[src/rtl/mix_matrix_seq.sv]
// Sequential stereo mix matrix: one MAC per cycle per side, then a master gain stage per output.
// Gains slew toward their targets once per frame; outputs update atomically when a frame completes.
module mix_matrix_seq #(
  parameter int BIT       = 24,
  parameter int VOL_BIT   = 8,
  parameter int AD_NUM    = 2,
  parameter int DA_NUM    = 2,
  parameter int RAMP_STEP = 0,
  parameter int ADDR_W    = $clog2(AD_NUM*DA_NUM+DA_NUM)
)(
  input  logic                     CLK,
  input  logic                     RST,
  input  logic                     FS,
  input  logic [AD_NUM*BIT-1:0]    AD_L,
  input  logic [AD_NUM*BIT-1:0]    AD_R,
  input  logic                     VOL_WE,
  input  logic [ADDR_W-1:0]        VOL_ADDR,
  input  logic [VOL_BIT-1:0]       VOL_DATA,
  output logic [DA_NUM*BIT-1:0]    DA_L,
  output logic [DA_NUM*BIT-1:0]    DA_R,
  output logic                     OUT_VALID,
  output logic                     BUSY,
  output logic                     OVERRUN
);
  localparam int NG = AD_NUM*DA_NUM + DA_NUM;
  localparam int AW = BIT + VOL_BIT + $clog2(AD_NUM) + 1;
  localparam int PW = BIT + VOL_BIT + 1;
  localparam int IW = (AD_NUM > 1) ? $clog2(AD_NUM) : 1;
  localparam int JW = (DA_NUM > 1) ? $clog2(DA_NUM) : 1;
  localparam logic [IW-1:0]      I_LAST = IW'(AD_NUM-1);
  localparam logic [JW-1:0]      J_LAST = JW'(DA_NUM-1);
  localparam logic [VOL_BIT-1:0] STEP   = VOL_BIT'(RAMP_STEP);

  typedef enum logic [1:0] {IDLE, ACC, MST, DONE} state_t;
  state_t state, state_nxt;

  logic [AD_NUM-1:0][BIT-1:0]  snap_l, snap_r;
  logic [NG-1:0][VOL_BIT-1:0]  tgt, app, app_nxt;
  logic [DA_NUM-1:0][BIT-1:0]  stage_l, stage_r, stage_l_nxt, stage_r_nxt;
  logic signed [AW-1:0]        acc_l, acc_r;
  logic signed [PW-1:0]        prod_l, prod_r;
  logic [BIT-1:0]              mst_l, mst_r;
  logic [IW-1:0]               i;
  logic [JW-1:0]               j;
  logic [ADDR_W-1:0]           xidx, midx;

  function automatic logic [VOL_BIT-1:0] ramp(input logic [VOL_BIT-1:0] a, input logic [VOL_BIT-1:0] t);
    if (STEP == '0) return t;
    if (a < t) return (t - a > STEP) ? a + STEP : t;
    return (a - t > STEP) ? a - STEP : t;
  endfunction

  // Saturate when the bits above the BIT-wide result are not a pure sign extension.
  function automatic logic [BIT-1:0] sat(input logic signed [AW-1:0] v);
    if (v[AW-1:BIT-1] == {(AW-BIT+1){v[AW-1]}}) return v[BIT-1:0];
    return v[AW-1] ? {1'b1, {(BIT-1){1'b0}}} : {1'b0, {(BIT-1){1'b1}}};
  endfunction

  function automatic logic [BIT-1:0] master(input logic signed [AW-1:0] a, input logic [VOL_BIT-1:0] g);
    logic signed [BIT-1:0] s;
    logic signed [PW-1:0]  m;
    s = sat(a >>> (VOL_BIT-1));
    m = s * $signed({1'b0, g});
    return sat(AW'(m >>> (VOL_BIT-1)));
  endfunction

  assign xidx   = ADDR_W'(DA_NUM*int'(i) + int'(j));
  assign midx   = ADDR_W'(AD_NUM*DA_NUM + int'(j));
  assign prod_l = $signed(snap_l[i]) * $signed({1'b0, app[xidx]});
  assign prod_r = $signed(snap_r[i]) * $signed({1'b0, app[xidx]});
  assign mst_l  = master(acc_l, app[midx]);
  assign mst_r  = master(acc_r, app[midx]);

  always_comb begin
    stage_l_nxt    = stage_l;
    stage_r_nxt    = stage_r;
    stage_l_nxt[j] = mst_l;
    stage_r_nxt[j] = mst_r;
    for (int k = 0; k < NG; k++) app_nxt[k] = ramp(app[k], tgt[k]);
  end

  always_ff @(posedge CLK or negedge RST)
    if (!RST) state <= IDLE;
    else      state <= state_nxt;

  always_comb begin
    state_nxt = state;
    case (state)
      IDLE:    if (FS) state_nxt = ACC;
      ACC:     if (i == I_LAST) state_nxt = MST;
      MST:     state_nxt = (j == J_LAST) ? DONE : ACC;
      default: state_nxt = IDLE;
    endcase
  end

  always_comb begin
    BUSY      = (state != IDLE);
    OUT_VALID = (state == DONE);
  end

  always_ff @(posedge CLK or negedge RST) begin
    if (!RST) begin
      snap_l <= '0; snap_r <= '0; tgt <= '0; app <= '0;
      acc_l <= '0; acc_r <= '0; stage_l <= '0; stage_r <= '0;
      i <= '0; j <= '0; DA_L <= '0; DA_R <= '0; OVERRUN <= 1'b0;
    end else begin
      if (VOL_WE && int'(VOL_ADDR) < NG) tgt[VOL_ADDR] <= VOL_DATA;
      if (FS && state != IDLE) OVERRUN <= 1'b1;
      case (state)
        IDLE: if (FS) begin
          snap_l <= AD_L; snap_r <= AD_R; app <= app_nxt;
          acc_l <= '0; acc_r <= '0; i <= '0; j <= '0;
        end
        ACC: begin
          acc_l <= acc_l + AW'(prod_l);
          acc_r <= acc_r + AW'(prod_r);
          i     <= i + 1'b1;
        end
        MST: begin
          stage_l <= stage_l_nxt;
          stage_r <= stage_r_nxt;
          // The last output goes straight to DA together with the rest so DONE presents a whole frame.
          if (j == J_LAST) begin
            DA_L <= stage_l_nxt;
            DA_R <= stage_r_nxt;
          end else begin
            j <= j + 1'b1; i <= '0; acc_l <= '0; acc_r <= '0;
          end
        end
        default: ;
      endcase
    end
  end
endmodule

[config.mk]
export PLATFORM = sky130hd
export DESIGN_NAME = mix_matrix_seq
export DESIGN_NICKNAME = d
export VERILOG_FILES = /design/src/rtl/mix_matrix_seq.sv
export SDC_FILE = /design/constraint.sdc
export NUM_CORES = 2
export LEC_CHECK = 0
export ABC_AREA = 1
export CAP_MARGIN = 20
export CORE_MARGIN = 2
export CORE_UTILIZATION = 45
export CTS_BUF_LIST = sky130_fd_sc_hd__clkbuf_16
export CTS_CLUSTER_SIZE = 10
export DETAILED_ROUTE_END_ITERATION = 16
export HOLD_SLACK_MARGIN = 0.06
export PLACE_DENSITY = 0.62
export SYNTH_ARGS = -nofsm -noshare
export SYNTH_HDL_FRONTEND = slang
export SYNTH_SLANG_ARGS = --single-unit
[constraint.sdc]
create_clock -name CLK -period 8.4 [get_ports CLK]
set_clock_uncertainty 0.05 [all_clocks]
set_input_delay 0.84 -clock CLK [delete_from_list [all_inputs] [get_ports CLK]]
set_output_delay 0.84 -clock CLK [all_outputs]
set_load 0.01 [all_outputs]
Word level (Yosys, flattened, before mapping). Index checks and enable logic that the tools add are counted.

Bits of input ports: 111. Flip-flop bits (word level): 457.

Reduce and logical (&&, ||, !) cells: 13. Multiply operators: 4. Equal/unequal tests: 10. $lt $le $gt $ge: 8. Multiplexer cells: 44. Add/subtract/negate cells: 6.

Operators with widths (count): $mux 24 (17); $pmux 34 s3 (2); $bwmux 48 (3); $mul 24x9->33 (4); $add 34x33->34 (2); $mux 34 (2); $bmux 8 s3 (2); $demux 24 s1 (1); $demux 8 s3 (1); $mux 8 (3); $lt 3x4->1 const B (3); $reduce_and 2->1 (4); $mux 1 (7); $eq 3x3->1 (2); $mux 2 (3); $ne 2x2->1 const B (3); $pmux 2 s3 (1); $eq 2x2->1 (2); $eq 2x2->1 const B (2); $logic_and 1x1->1 (4); $lt 1x2->1 const B (2); $reduce_bool 2->1 (2); $add 2x1->3 (1); $add 3x1->3 const A (1); other kinds (10) (11).

Longest topological paths before layout.
Word-level depth: 8. Mapped depth: 35. Gate-level depth less buffers: 33.

Least setup slack after synthesis. OpenSTA, ideal clock, no wires.

Path kind: reg-to-reg. Start: reg j. End: reg acc_r[26]. Clock period less this slack: 6.396 ns. Path slack: 2.004 ns. Required time: 8.267 ns. Setup time: 0.083 ns. Arrival time: 6.264 ns. Cell stages (with the launch flop): 36. Path buffers: 4. Path through: dfrtp_1 -> buf_2 -> clkbuf_1 -> buf_1 -> nand2_1 -> nand3_1 -> nand2_1 -> clkinv_1 -> clkbuf_1 -> nand2_1 -> fa_1 -> inv_1 -> fa_1 -> inv_1 -> fa_1 -> inv_1 -> fa_1 -> inv_1 -> fa_1 -> inv_1 -> ha_1 -> a21oi_1 -> o21ai_0 -> inv_1 -> nand2_1 -> a21oi_1 -> inv_1 -> a21boi_0 -> o21ai_0 -> nand2_1 -> nand2_1 -> nand2_1 -> nand2_1 -> nand2_1 -> nand2_1 -> o21ai_0.

Longest elaborated chain between the ends: 6.

RTL lines: start: declaration (line 44) `logic [JW-1:0] j;`; start signal: assignment (line 105) `i <= '0; j <= '0; DA_L <= '0; DA_R <= '0; OVERRUN <= 1'b0;`; start signal: assignment (line 112) `acc_l <= '0; acc_r <= '0; i <= '0; j <= '0;`; start signal: assignment (line 127) `j <= j + 1'b1; i <= '0; acc_l <= '0; acc_r <= '0;`; $add 2x1->3 (line 67) `assign xidx = ADDR_W'(DA_NUM*int'(i) + int'(j));`; $bmux 8 s3 (line 70) `assign prod_r = $signed(snap_r[i]) * $signed({1'b0, app[xidx]});`; $mux 8 (not written as such) (line 70); $mul 24x9->33 (line 70); $add 34x33->34 (line 116) `acc_r <= acc_r + AW'(prod_r);`; $pmux 34 s3 (line 109) `case (state)`; end signal: assignment (line 116); end: declaration (line 40) `logic signed [AW-1:0] acc_l, acc_r;`.

Parallel ways exist; a longest one is shown, timed or not. The select of a mux whose other input is x is not followed. A chain may end at the register's enable or synchronous reset.

Worst setup path after layout.
Start: reg j. End: reg acc_r[31].

Same word-level chain as after synthesis.

==> flow_results.xml <==
<?xml version="1.0" encoding="UTF-8"?>
<metrics>
  <group name="outcome">
    <metric name="outcome" unit="">complete, no violations</metric>
  </group>
  <group name="yosys">
    <metric name="async_flop_share" unit="%">100</metric>
    <metric name="synth_enable_flop_cells" unit="">0</metric>
    <metric name="post_synth_main_area_contributors" unit="">sky130_fd_sc_hd__fa_1 (29%), sky130_fd_sc_hd__dfrtp_1 (22%), sky130_fd_sc_hd__nand2_1 (13%), sky130_fd_sc_hd__inv_1 (9.5%), sky130_fd_sc_hd__ha_1 (7.4%)</metric>
    <metric name="post-synth-top-area-fraction" unit="%">28.9</metric>
    <metric name="syn-num-nets" unit="">6809</metric>
    <metric name="synth.avg_cell_area" unit="um^2">7.93</metric>
    <metric name="synth.largest_area_cell" unit="">sky130_fd_sc_hd__fa_1</metric>
    <metric name="most_frequent_cell_after_synthesis" unit="">sky130_fd_sc_hd__nand2_1</metric>
    <metric name="postSynthCellCount" unit="">5766</metric>
    <metric name="synth_common_cells" unit="">sky130_fd_sc_hd__nand2_1 (1578), sky130_fd_sc_hd__inv_1 (1152), sky130_fd_sc_hd__fa_1 (660), sky130_fd_sc_hd__nor2_1 (574), sky130_fd_sc_hd__dfrtp_1 (409)</metric>
    <metric name="yosysUniqueCellTypes" unit="">50</metric>
    <metric name="post_synth_instance_area" unit="um^2">45700</metric>
    <metric name="synth_seq_cells" unit="">409</metric>
    <metric name="seq_area_frac_synth" unit="%">22.4</metric>
    <metric name="ys_dominant_reg_cell" unit="">sky130_fd_sc_hd__dfrtp_1</metric>
    <metric name="yosysWarningCount" unit="">0</metric>
  </group>
  <group name="cts">
    <metric name="cts_made_buffers" unit="">51</metric>
    <metric name="cts_resized" unit="">0</metric>
    <metric name="post_cts_clock_slew_at_the_launch_and_capture_registers_of_the_worst_setup_and_hold_paths" unit="ns">0.05</metric>
    <metric name="clock_tree.buffer_depth" unit="">3</metric>
    <metric name="cts_post_setup_buffers_inserted" unit="">0</metric>
    <metric name="cts_root_buf" unit="">sky130_fd_sc_hd__clkbuf_16</metric>
    <metric name="cts_tree" unit="">built</metric>
    <metric name="tritoncts_num_sinks" unit="">409</metric>
    <metric name="postCtsHoldBufs" unit="">0</metric>
    <metric name="worstSkewPairLatency" unit="ns">0.64</metric>
    <metric name="ctsHtreeMaxLevel" unit="">2</metric>
  </group>
  <group name="timing">
    <metric name="setup_total_negative_slack" unit="ns">0</metric>
    <metric name="setup_viol" unit="">0</metric>
    <metric name="maxSlewHeadroom" unit="%">24.9</metric>
    <metric name="timing.fmax" unit="MHz">136</metric>
    <metric name="max_slew_violations" unit="">0</metric>
    <metric name="hold_vio_cnt_final" unit="">0</metric>
    <metric name="crit_path_time_final" unit="ns">7.37</metric>
    <metric name="setup_slack" unit="ns">1.03</metric>
    <metric name="tightestPinTransition" unit="ns">1.12</metric>
    <metric name="post-route-period-util" unit="%">87.7</metric>
    <metric name="rsz0062_at_grt" unit="">false</metric>
  </group>
  <group name="floorplan">
    <metric name="die_width" unit="um">323</metric>
    <metric name="core" unit="um^2">100000</metric>
    <metric name="die_height" unit="um">323</metric>
    <metric name="floorplan.rows" unit="">116</metric>
    <metric name="initial_utilization" unit="%">45.5</metric>
    <metric name="io-pin-count" unit="">210</metric>
    <metric name="dieArea" unit="um^2">104000</metric>
  </group>
  <group name="layout">
    <metric name="multi_input_comb_area" unit="um^2">30400</metric>
    <metric name="flow.area_growth_from_synthesis" unit="%">10.9</metric>
    <metric name="regArea" unit="um^2">10200</metric>
    <metric name="num-nets-final" unit="">6939</metric>
    <metric name="num_antenna_cells" unit="">0</metric>
    <metric name="drive_above_1_share" unit="%">4.88</metric>
    <metric name="fillCellCount" unit="">9998</metric>
    <metric name="final-instance-count-excl-fill" unit="">7274</metric>
  </group>
  <group name="global_route">
    <metric name="maximum_number_of_pins_on_one_net_before_global_route_repair" unit="">140</metric>
    <metric name="via_count_of_the_first_global_routing_pass" unit="">38579</metric>
    <metric name="grt_met1_usage" unit="%">29.4</metric>
    <metric name="grt_util_met3" unit="%">2.76</metric>
    <metric name="grt_util_all_layers" unit="%">23.1</metric>
    <metric name="grt_overflow_total" unit="">0</metric>
    <metric name="antenna_found_initial" unit="">0</metric>
    <metric name="global_route.usage.met2" unit="%">41.3</metric>
    <metric name="grt_pass1_wl" unit="um">194000</metric>
    <metric name="grt_peak_use_layer" unit="">met2</metric>
  </group>
  <group name="drt">
    <metric name="detail_route.iter0.violations" unit="">2007</metric>
    <metric name="drt_pre_antenna_iters" unit="">5</metric>
    <metric name="routedWlPerCell" unit="um">15.7</metric>
    <metric name="detailroute.via_count" unit="">35919</metric>
    <metric name="route.detailed.vias_per_inst" unit="">4.94</metric>
    <metric name="post-route-drc-count" unit="">0</metric>
    <metric name="wirelength" unit="um">114000</metric>
    <metric name="final_antenna_net_count" unit="">0</metric>
  </group>
  <group name="critical_path">
    <metric name="worst_path_max_delay_cell" unit="">sky130_fd_sc_hd__clkinv_1</metric>
    <metric name="timing.critical_path.slowest_cell_delay" unit="ns">0.73</metric>
    <metric name="worstPathMaxFanout" unit="">31</metric>
    <metric name="crit-reg2reg-launch" unit="">j$_DFFE_PN0P_</metric>
    <metric name="cp-startpoint" unit="">j$_DFFE_PN0P_</metric>
    <metric name="worstPathArrival" unit="ns">7.83</metric>
    <metric name="worst_setup_path_start_kind" unit="">flop</metric>
    <metric name="cpMostUsedCell" unit="">sky130_fd_sc_hd__nand2_1</metric>
    <metric name="worstRegToRegCells" unit="">29</metric>
    <metric name="timing_worst_setup_path_type" unit="">flop to flop</metric>
    <metric name="cp_data_required_time" unit="ns">8.86</metric>
    <metric name="critical_path_endpoint_category" unit="">flop</metric>
  </group>
  <group name="job">
    <metric name="timing.max_cap.violations" unit="">0</metric>
  </group>
  <group name="placement">
    <metric name="portBuffers" unit="">209</metric>
    <metric name="place.detailed.instances" unit="">7197</metric>
    <metric name="placement.setup.worst_slack" unit="ns">1.02</metric>
    <metric name="hpwlAfterDp" unit="um">90700</metric>
    <metric name="gp_routability_congestion" unit="">0.898</metric>
  </group>
  <group name="hold_path">
    <metric name="min-delay-path-class" unit="">input pin to async pin</metric>
  </group>
</metrics>
[state kept, by name, indices dropped and copies added (netlist names), 24 cells and up]
signal and flops:
DA_L 48, DA_R 48, acc_l 34, acc_r 34, app 48, app_nxt 48
snap_l 48, snap_r 48, stage_l 24, stage_r 24
[logic make-up (layout without fill, tap and decap cells)]
logic type	count (synthesis)	after routing	synth area share, %
adders and majority gates	932	932	36.4
AOI/OAI and AO/OA	558	558	6.65
xor gates and xnor gates	76	76	1.46
and+or+nand+nor	2435	2435	21.7
buffers and inverters	1351	1502	11.3
muxes	5	5	0.109
DFF	409	409	22.4
[final timing paths]
check	end	slack, ns
max	acc_r[31]$_DFFE_PN0P_	1.03
min	DA_R[12]$_DFFE_PN0P_	0.21
max reg2reg	acc_r[31]$_DFFE_PN0P_	1.03
min reg2reg	DA_R[15]$_DFFE_PN0P_	0.40
max in group asynchronous	stage_l[6]$_DFFE_PN0P_	6.76
min in group CLK	DA_R[15]$_DFFE_PN0P_	0.40
[final cells by class]
cell class	count	share of cell area (%)
Multi-Input combinational cell	4006	59.9
Inverter	1168	8.66
Timing Repair Buffer	260	5.04
Sequential cell	409	20.2
Clock inverter	23	0.382
Clock buffer	51	2.52
Tap cell	1357	3.35
[cells in the final DEF (no fill, tap or decap), types with 4 or more instances in the layout]
master	Yosys	final
sky130_fd_sc_hd__nand2_2	29	29
sky130_fd_sc_hd__clkinv_1	9	15
sky130_fd_sc_hd__xor2_1	43	43
sky130_fd_sc_hd__o22ai_1	32	32
sky130_fd_sc_hd__nand2_1	1578	1578
sky130_fd_sc_hd__o21a_1	15	15
sky130_fd_sc_hd__xnor2_1	33	33
sky130_fd_sc_hd__nor4_1	6	6
sky130_fd_sc_hd__a31oi_1	6	6
sky130_fd_sc_hd__fa_1	660	660
sky130_fd_sc_hd__a21o_1	11	11
sky130_fd_sc_hd__o21bai_1	6	6
sky130_fd_sc_hd__clkbuf_16	0	51
sky130_fd_sc_hd__mux2i_1	5	4
sky130_fd_sc_hd__nand3_2	20	20
sky130_fd_sc_hd__nor3_1	21	21
sky130_fd_sc_hd__nor2_4	1	4
sky130_fd_sc_hd__inv_1	1152	1159
sky130_fd_sc_hd__buf_4	3	45
sky130_fd_sc_hd__nand3_1	78	78
sky130_fd_sc_hd__nand2_4	21	21
sky130_fd_sc_hd__o21ai_0	210	210
sky130_fd_sc_hd__nand4_1	19	19
sky130_fd_sc_hd__o21ai_2	5	4
sky130_fd_sc_hd__a211oi_1	8	8
sky130_fd_sc_hd__clkdlybuf4s50_1	0	208
sky130_fd_sc_hd__nand3b_1	4	4
sky130_fd_sc_hd__ha_1	272	272
sky130_fd_sc_hd__o21ai_1	34	33
sky130_fd_sc_hd__dfrtp_1	409	408
sky130_fd_sc_hd__nor2_1	574	571
sky130_fd_sc_hd__a22o_1	4	4
sky130_fd_sc_hd__inv_2	6	5
sky130_fd_sc_hd__a21oi_1	209	209
sky130_fd_sc_hd__or2_2	80	80
[critical path: cells and delay by family (launching register included)]
family                     cells  cell delay [ns]
AOI/OAI and AO/OA              3             0.62
adders and majority gates      6             2.76
buffers and inverters          7             1.70
DFF                            1             0.38
and+or+nand+nor               13             1.71
[metrics by stage]
stage	utilization, %	hold WS (ns)	area [um^2]
after floorplan	-	0.384	45700
after global placement	49.0	0.399	49200
after detailed placement	49.0	0.402	49200
after CTS	50.4	0.201	50600
after global routing	50.5	0.240	50700
final	50.5	0.205	50700
[layer usage]
| layer | part of all wire, % | routed length [um] |
|---|---|---|
| met4 | 2.7 | 3080 |
| met2 | 50 | 57600 |
| met1 | 43 | 49300 |
| met5 | 0 | 0 |
| met3 | 3.6 | 4120 |
Power is left out: the tool's default activity adds up to more than one toggle a clock period on the data nets, which glitch-free logic cannot reach.
